$ cat src/rtl/div_recoded_float64_seq.sv
// div_recoded_float64_seq
// Iterative double-precision divider on 65-bit recoded operands
// {sign, exp[11:0], fract[51:0]}. It develops one quotient bit per cycle
// with a restoring radix-2 loop, then rounds in a single cycle with IEEE-754
// rounding and exception flags.
// Ports:
//   clock, reset       : rising-edge clock, asynchronous active-high reset
//   in_valid/in_ready  : operand handshake (in_ready high only while idle)
//   a, b               : dividend and divisor, recoded
//   roundingMode       : 00 nearest-even, 01 minMag, 10 min, 11 max
//   out_valid/out_ready: result handshake (result held until accepted)
//   out                : recoded quotient
//   exceptionFlags     : {invalid, divByZero, overflow, underflow, inexact}
module div_recoded_float64_seq (
   input  logic        clock,
   input  logic        reset,
   input  logic        in_valid,
   output logic        in_ready,
   input  logic [64:0] a,
   input  logic [64:0] b,
   input  logic [1:0]  roundingMode,
   output logic        out_valid,
   input  logic        out_ready,
   output logic [64:0] out,
   output logic [4:0]  exceptionFlags
);

   typedef enum logic [1:0] {IDLE = 2'd0, DIV = 2'd1, ROUND = 2'd2, DONE = 2'd3} state_t;

   // Class bits {zero, inf, nan, signaling nan} of a recoded operand.
   function automatic logic [3:0] op_class(input logic [64:0] op);
      logic special;
      special  = (op[63:62] == 2'b11);
      op_class = {(op[63:61] == 3'b000), special & ~op[61], special & op[61],
                  special & op[61] & ~op[51]};
   endfunction

   state_t             state_r;
   logic [3:0]         cls_a_s, cls_b_s, cls_a_r, cls_b_r;
   logic               sign_r;
   logic [1:0]         rm_r;
   logic signed [13:0] exp_r, exp_init_s;
   logic [52:0]        sig_a_s, sig_b_s, divisor_r;
   logic               a_lt_s, special_s;
   logic [54:0]        rem_r, rem_init_s, rem_sub_s;
   logic               rem_ge_s;
   logic [53:0]        quo_r;
   logic [5:0]         cnt_r;

   logic signed [13:0] sh_full_s, exp_rnd_s;
   logic [5:0]         sh_s;
   logic               tiny_s, rbit_s, sbit_s, lsb_s, inexact_s, up_s, carry_s;
   logic               ovf_s, unf_s, big_s;
   logic [53:0]        rnd_mask_s, stk_mask_s, sum_s;
   logic [52:0]        lsb_mask_s, kept_s;
   logic [51:0]        fract_s;
   logic [64:0]        res_s;
   logic [4:0]         flags_s;
   logic               unused_s;

   assign cls_a_s   = op_class(a);
   assign cls_b_s   = op_class(b);
   assign sig_a_s   = {~cls_a_s[3], a[51:0]};
   assign sig_b_s   = {~cls_b_s[3], b[51:0]};
   assign special_s = (|cls_a_s[3:1]) | (|cls_b_s[3:1]);

   // Pre-normalise the dividend so the first quotient bit is always 1.
   assign a_lt_s     = (sig_a_s < sig_b_s);
   assign rem_init_s = a_lt_s ? {1'b0, sig_a_s, 1'b0} : {2'b00, sig_a_s};
   assign exp_init_s = $signed({2'b00, a[63:52]}) - $signed({2'b00, b[63:52]})
                       + 14'sh800 - (a_lt_s ? 14'sd1 : 14'sd0);

   assign rem_ge_s  = (rem_r >= {2'b00, divisor_r});
   assign rem_sub_s = rem_r - {2'b00, divisor_r};

   // Leading significand bit and top shift/difference bits carry no information.
   assign unused_s = ^{rem_sub_s[54], sh_full_s[13:6], sum_s[52]};

   // Rounding, range handling and special-operand results.
   always_comb begin
      // Tiny results round at a coarser position: one bit per exponent step below 0x402.
      sh_full_s = 14'sh402 - exp_r;
      tiny_s    = (exp_r < 14'sh402);
      if (tiny_s) begin
         sh_s = sh_full_s[5:0];
      end else begin
         sh_s = 6'd0;
      end
      rnd_mask_s = 54'd1 << sh_s;
      stk_mask_s = rnd_mask_s - 54'd1;
      lsb_mask_s = 53'd1 << sh_s;
      rbit_s     = |(quo_r & rnd_mask_s);
      sbit_s     = (|(quo_r & stk_mask_s)) | (|rem_r);
      lsb_s      = |(quo_r[53:1] & lsb_mask_s);
      inexact_s  = rbit_s | sbit_s;
      case (rm_r)
         2'b00:   up_s = rbit_s & (sbit_s | lsb_s);
         2'b01:   up_s = 1'b0;
         2'b10:   up_s = sign_r & inexact_s;
         2'b11:   up_s = ~sign_r & inexact_s;
         default: up_s = 1'b0;
      endcase
      kept_s  = quo_r[53:1] & ~(lsb_mask_s - 53'd1);
      sum_s   = {1'b0, kept_s} + (up_s ? {1'b0, lsb_mask_s} : 54'd0);
      carry_s = sum_s[53];
      // A carry out means the significand rounded up to exactly 2.0.
      if (carry_s) begin
         exp_rnd_s = exp_r + 14'sd1;
         fract_s   = 52'd0;
      end else begin
         exp_rnd_s = exp_r;
         fract_s   = sum_s[51:0];
      end
      ovf_s = (exp_rnd_s >= 14'shC00);
      unf_s = tiny_s & inexact_s;
      big_s = (rm_r == 2'b00) | ((rm_r == 2'b10) & sign_r) | ((rm_r == 2'b11) & ~sign_r);

      res_s   = 65'd0;
      flags_s = 5'd0;
      if (cls_a_r[1] | cls_b_r[1]) begin
         res_s   = {sign_r, 12'hE00, {52{1'b1}}};
         flags_s = {cls_a_r[0] | cls_b_r[0], 4'b0000};
      end else if ((cls_a_r[3] & cls_b_r[3]) | (cls_a_r[2] & cls_b_r[2])) begin
         res_s   = {sign_r, 12'hE00, {52{1'b1}}};
         flags_s = 5'b10000;
      end else if (cls_a_r[2]) begin
         res_s   = {sign_r, 12'hC00, 52'd0};
         flags_s = 5'b00000;
      end else if (cls_b_r[3]) begin
         res_s   = {sign_r, 12'hC00, 52'd0};
         flags_s = 5'b01000;
      end else if (cls_a_r[3] | cls_b_r[2]) begin
         res_s   = {sign_r, 12'h000, 52'd0};
         flags_s = 5'b00000;
      end else if (exp_r < 14'sh3CE) begin
         res_s   = {sign_r, 12'h000, 52'd0};
         flags_s = 5'b00011;
      end else if (ovf_s) begin
         if (big_s) begin
            res_s = {sign_r, 12'hC00, 52'd0};
         end else begin
            res_s = {sign_r, 12'hBFF, {52{1'b1}}};
         end
         flags_s = 5'b00101;
      end else begin
         res_s   = {sign_r, exp_rnd_s[11:0], fract_s};
         flags_s = {3'b000, unf_s, inexact_s | unf_s};
      end
   end

   // Control FSM, divider iteration and registered outputs.
   always_ff @(posedge clock or posedge reset) begin
      if (reset) begin
         state_r        <= IDLE;
         in_ready       <= 1'b1;
         out_valid      <= 1'b0;
         out            <= 65'd0;
         exceptionFlags <= 5'd0;
         cls_a_r        <= 4'd0;
         cls_b_r        <= 4'd0;
         sign_r         <= 1'b0;
         rm_r           <= 2'd0;
         exp_r          <= 14'sd0;
         divisor_r      <= 53'd0;
         rem_r          <= 55'd0;
         quo_r          <= 54'd0;
         cnt_r          <= 6'd0;
      end else begin
         case (state_r)
            IDLE: begin
               if (in_valid) begin
                  cls_a_r   <= cls_a_s;
                  cls_b_r   <= cls_b_s;
                  sign_r    <= a[64] ^ b[64];
                  rm_r      <= roundingMode;
                  exp_r     <= exp_init_s;
                  divisor_r <= sig_b_s;
                  rem_r     <= rem_init_s;
                  quo_r     <= 54'd0;
                  cnt_r     <= 6'd0;
                  in_ready  <= 1'b0;
                  state_r   <= special_s ? ROUND : DIV;
               end
            end
            DIV: begin
               rem_r <= rem_ge_s ? {rem_sub_s[53:0], 1'b0} : {rem_r[53:0], 1'b0};
               quo_r <= {quo_r[52:0], rem_ge_s};
               cnt_r <= cnt_r + 6'd1;
               // 53 significant bits plus one guard bit.
               if (cnt_r == 6'd53) begin
                  state_r <= ROUND;
               end
            end
            ROUND: begin
               out            <= res_s;
               exceptionFlags <= flags_s;
               out_valid      <= 1'b1;
               state_r        <= DONE;
            end
            DONE: begin
               if (out_ready) begin
                  out_valid <= 1'b0;
                  in_ready  <= 1'b1;
                  state_r   <= IDLE;
               end
            end
            default: state_r <= IDLE;
         endcase
      end
   end

endmodule
$ cat config.mk
export PLATFORM = sky130hd
export DESIGN_NAME = div_recoded_float64_seq
export DESIGN_NICKNAME = d
export VERILOG_FILES = /design/src/rtl/div_recoded_float64_seq.sv
export SDC_FILE = /design/constraint.sdc
export NUM_CORES = 1
export LEC_CHECK = 0
export CAP_MARGIN = 40
export CORE_UTILIZATION = 30
export CTS_CLUSTER_DIAMETER = 100
export CTS_CLUSTER_SIZE = 10
export DETAILED_ROUTE_END_ITERATION = 8
export SETUP_SLACK_MARGIN = 0.15
export SLEW_MARGIN = 20
export SYNTH_ARGS = -nofsm -noshare
export SYNTH_HDL_FRONTEND = slang
export SYNTH_SLANG_ARGS = --single-unit
$ cat constraint.sdc
create_clock -name clock -period 8.8 [get_ports clock]
set_input_delay 1.76 -clock clock [delete_from_list [all_inputs] [get_ports clock]]
set_output_delay 1.76 -clock clock [all_outputs]
set_load 0.05 [all_outputs]
==> flow_summary.yaml <==
run_status:
  status: "finished clean"
cts:
  cts_made_buffers: 31
  cts_sinks: 267
  clockBufferDepth: 3
  cts-htree-levels: 1
  clk_latency_ns: 0.62
  clkTransAtPathRegs_ns: 0.07
  cts-root-buf: "clkbuf_16"
  cts_tree: "built"
  cts_setup_buffers: 0
placement:
  globalplace.congestion: 1.05
  dp_hpwl_um: 70600
  placed_area_sq_um: 27700
  io_buffers: 207
synthesis:
  synth_cells: 2946
  synth_seq_cells: 267
  netlist_area_sq_um: 23400
  yosys_warnings: 0
  synth_fp_nets: 3277
  synth-async-reset-ratio: 1.00
  synthFlopType: "dfrtp_1"
  ys_seq_area_frac: 0.285
  synth-edff-count: 0
  synth_cell_types: 95
  avgSynthCellArea_sq_um: 7.95
die:
  fp.dieW_um: 281
  core_area_sq_um: 77300
  ios: 208
  initial_core_util: 0.303
  die-height_um: 281
  die_area_sq_um: 79200
  rows: 102
flow_run:
  maxCapViolations: 0
global_route:
  grt_max_degree: 134
  antenna_found_initial: 0
  overflow: 0
  first_global_vias: 23216
  grt_use_total: 0.229
  grt_pass1_wl_um: 141000
critical_path:
  required_ns: 9.30
  r2r_setup_slack_ns: 0.47
  r2r_end: "out[20]"
  critPathMaxStageDelay_ns: 0.60
  cp.arrival_ns: 8.82
  crit_path_top_delay_cell: "or3_1"
  crit_type: "flop to flop"
  end_kind: "flop"
  crit_top_cell: "nand2_1"
  crit_fanout: 44
  start_kind: "flop"
  regToRegStartpoint: "exp_r[1]"
  ff2ff_path_depth: 33
timing:
  min_period_ns: 8.33
  hold_slack_ns: 0.475
  setup_violations: 0
  hold_violations: 0
  finalCritPeriodShare: 0.946
  tns_ns: 0
  maxSlewHeadroom: 0.369
  drv_slew: 0
  rsz0062_at_grt: "no"
  fin_skew_ns: 0.0243
  worst_pin_slew_ns: 0.947
  fmax_mhz: 120
drt:
  dr.pass1.iters: 7
  drc_errors: 0
  vias: 23833
  wire_per_inst_um: 21.7
  postRouteAntennaNets: 0
  drt_iter0_drc: 2193
  drt_wl_total_um: 92500
  drt-vias-per-instance: 5.58
cells_and_area:
  final_area_sq_um: 28600
  area_delta_synth_final_pct: 22.1
  fin_util: 0.370
  final_nets: 3545
  drive_gt1_frac: 0.0969
  insertedDiodeCount: 0
hold_path:
  worstHoldStart: "divisor_r[16]"
  worstHoldPathCells: 2
  min_path_type: "flop to flop"
  holdPathEnd: "divisor_r[16]"
power_and_ir_drop:
  p_leak_uw: 0.0134
  peakVddDrop_uv: 156
  powerDensity_nw_per_um2: 123
## stage by stage
stage,cells,setup WS (ns),total power (uW)
4_1_cts,4270,0.517,3530
3_3_place_gp,4215,0.569,2270
6_report,4271,0.474,3520
5_1_grt,4271,0.136,3670
2_1_floorplan,2946,0.846,1930
3_5_place_dp,4220,0.565,2280
## worst max-delay path, delay by kind of cell (launching register included)
family	cells	cell delay, ns
buf+inv	5	0.86
simple gates	14	3.65
fa+ha+maj	2	0.52
mux	1	0.16
flops	1	0.50
compound gates	11	2.48
## area by class of cell
class                   count  area [sq um]
repair buffers            396          3580
fillers                  8128         48700
multi-input cells        2315         15400
clock buffers              46           832
well taps                1040          1300
flip-flops and latches    267          6680
inverters                 203           766
clock inverters             4          63.8
## per-layer routing
metal / global-route usage / vias to the layer above / share of wire
li1: - / 11303 / -
met1: 0.303 / 11343 / 0.43
met2: 0.378 / 955 / 0.46
met3: 0.0339 / 232 / 0.071
met4: 0.0807 / 0 / 0.041
met5: 0 / - / 0
## state kept, by name (all words and copies together), names as in the netlist
| name | flops |
|---|---|
| cnt_r | 6 |
| exp_r | 14 |
| in_ready | 1 |
| rm_r | 2 |
| divisor_r | 53 |
| cls_a_r | 4 |
| rem_r | 55 |
| sign_r | 1 |
| out | 65 |
| cls_b_r | 4 |
| out_valid | 1 |
| state_r | 2 |
| exceptionFlags | 5 |
| quo_r | 54 |
## kinds of logic (layout without fill, tap and decap cells)
| family | Yosys count | in the layout | share of synthesized area |
|---|---|---|---|
| compound gates | 996 | 996 | 0.277 |
| xor+xnor | 124 | 124 | 0.0467 |
| fa+ha+maj | 195 | 195 | 0.105 |
| buf+inv | 364 | 649 | 0.0621 |
| flops | 267 | 267 | 0.285 |
| mux | 83 | 83 | 0.0376 |
| simple gates | 917 | 917 | 0.185 |
## cells in the mapped netlist, types with 27 or more instances
cell type | number | area [sq um]
nor2b_1 | 34 | 213
a221oi_1 | 27 | 236
nand2_1 | 248 | 931
o21ai_0 | 212 | 1060
o22ai_1 | 56 | 350
nand4_1 | 40 | 250
nand3_1 | 48 | 240
xor2_1 | 51 | 447
a21oi_1 | 266 | 1330
dfrtp_1 | 266 | 6660
a21o_1 | 100 | 751
mux2_2 | 40 | 450
nor2_1 | 270 | 1010
a31oi_1 | 33 | 206
nor3_1 | 116 | 581
ha_1 | 191 | 2390
a22o_1 | 28 | 245
a211oi_1 | 35 | 263
xnor2_1 | 72 | 631
and2_1 | 29 | 181
mux2i_1 | 43 | 430
clkbuf_1 | 116 | 435
inv_1 | 200 | 751
## worst max-delay path by stage
stage               slack [ns]  cells after the start  startpoint  endpoint
finish                    0.47                     33    exp_r[1]   out[20]
global route              0.14                     33    exp_r[1]   out[31]
CTS                       0.52                     31    exp_r[1]   out[20]
detailed placement        0.56                     31    exp_r[1]   out[20]
global placement          0.57                     31    exp_r[1]   out[20]
floorplan                 0.85                     35    exp_r[2]    out[6]
## repair_timing
action | CTS | global route
hold buffers | 0 | 0
endpoints found under the hold margin | 0 | 0
gates resized for setup | 0 | 3
setup endpoints to repair | 0 | 65
## cell usage in the layout (no fill, tap or decap), types with 11 or more instances in the layout
master           count
a221oi_1            27
clkdlybuf4s50_1    207
inv_1              199
buf_4              180
nand4_1             40
o31ai_1             15
clkbuf_16           31
o21bai_1            21
o22ai_1             56
a22oi_1             24
a22o_1              28
ha_1               190
nand2_1            247
nor3b_1             11
nor3_1             116
o21a_1              24
o21ai_0            212
mux2i_1             43
nor2b_1             34
a211oi_1            34
mux2_2              40
xnor2_1             71
dfrtp_1            265
nor2_1             269
and2_1              29
a21o_1             100
a21oi_1            265
xor2_1              51
a31oi_1             33
nand3_1             48
clkbuf_1            15
o211ai_1            13
nor4_1              24
o221ai_1            13
nand2b_1            16
and3_1              26
or3_1               11
## power breakdown
| part | leakage, uW | switching [uW] | internal, uW |
|---|---|---|---|
| logic | 0.00946 | 448 | 328 |
| registers | 0.00348 | 188 | 1310 |
| clock network | 0.000432 | 573 | 677 |
| total | 0.0134 | 1210 | 2320 |
Power figures use the tool's default switching activity.
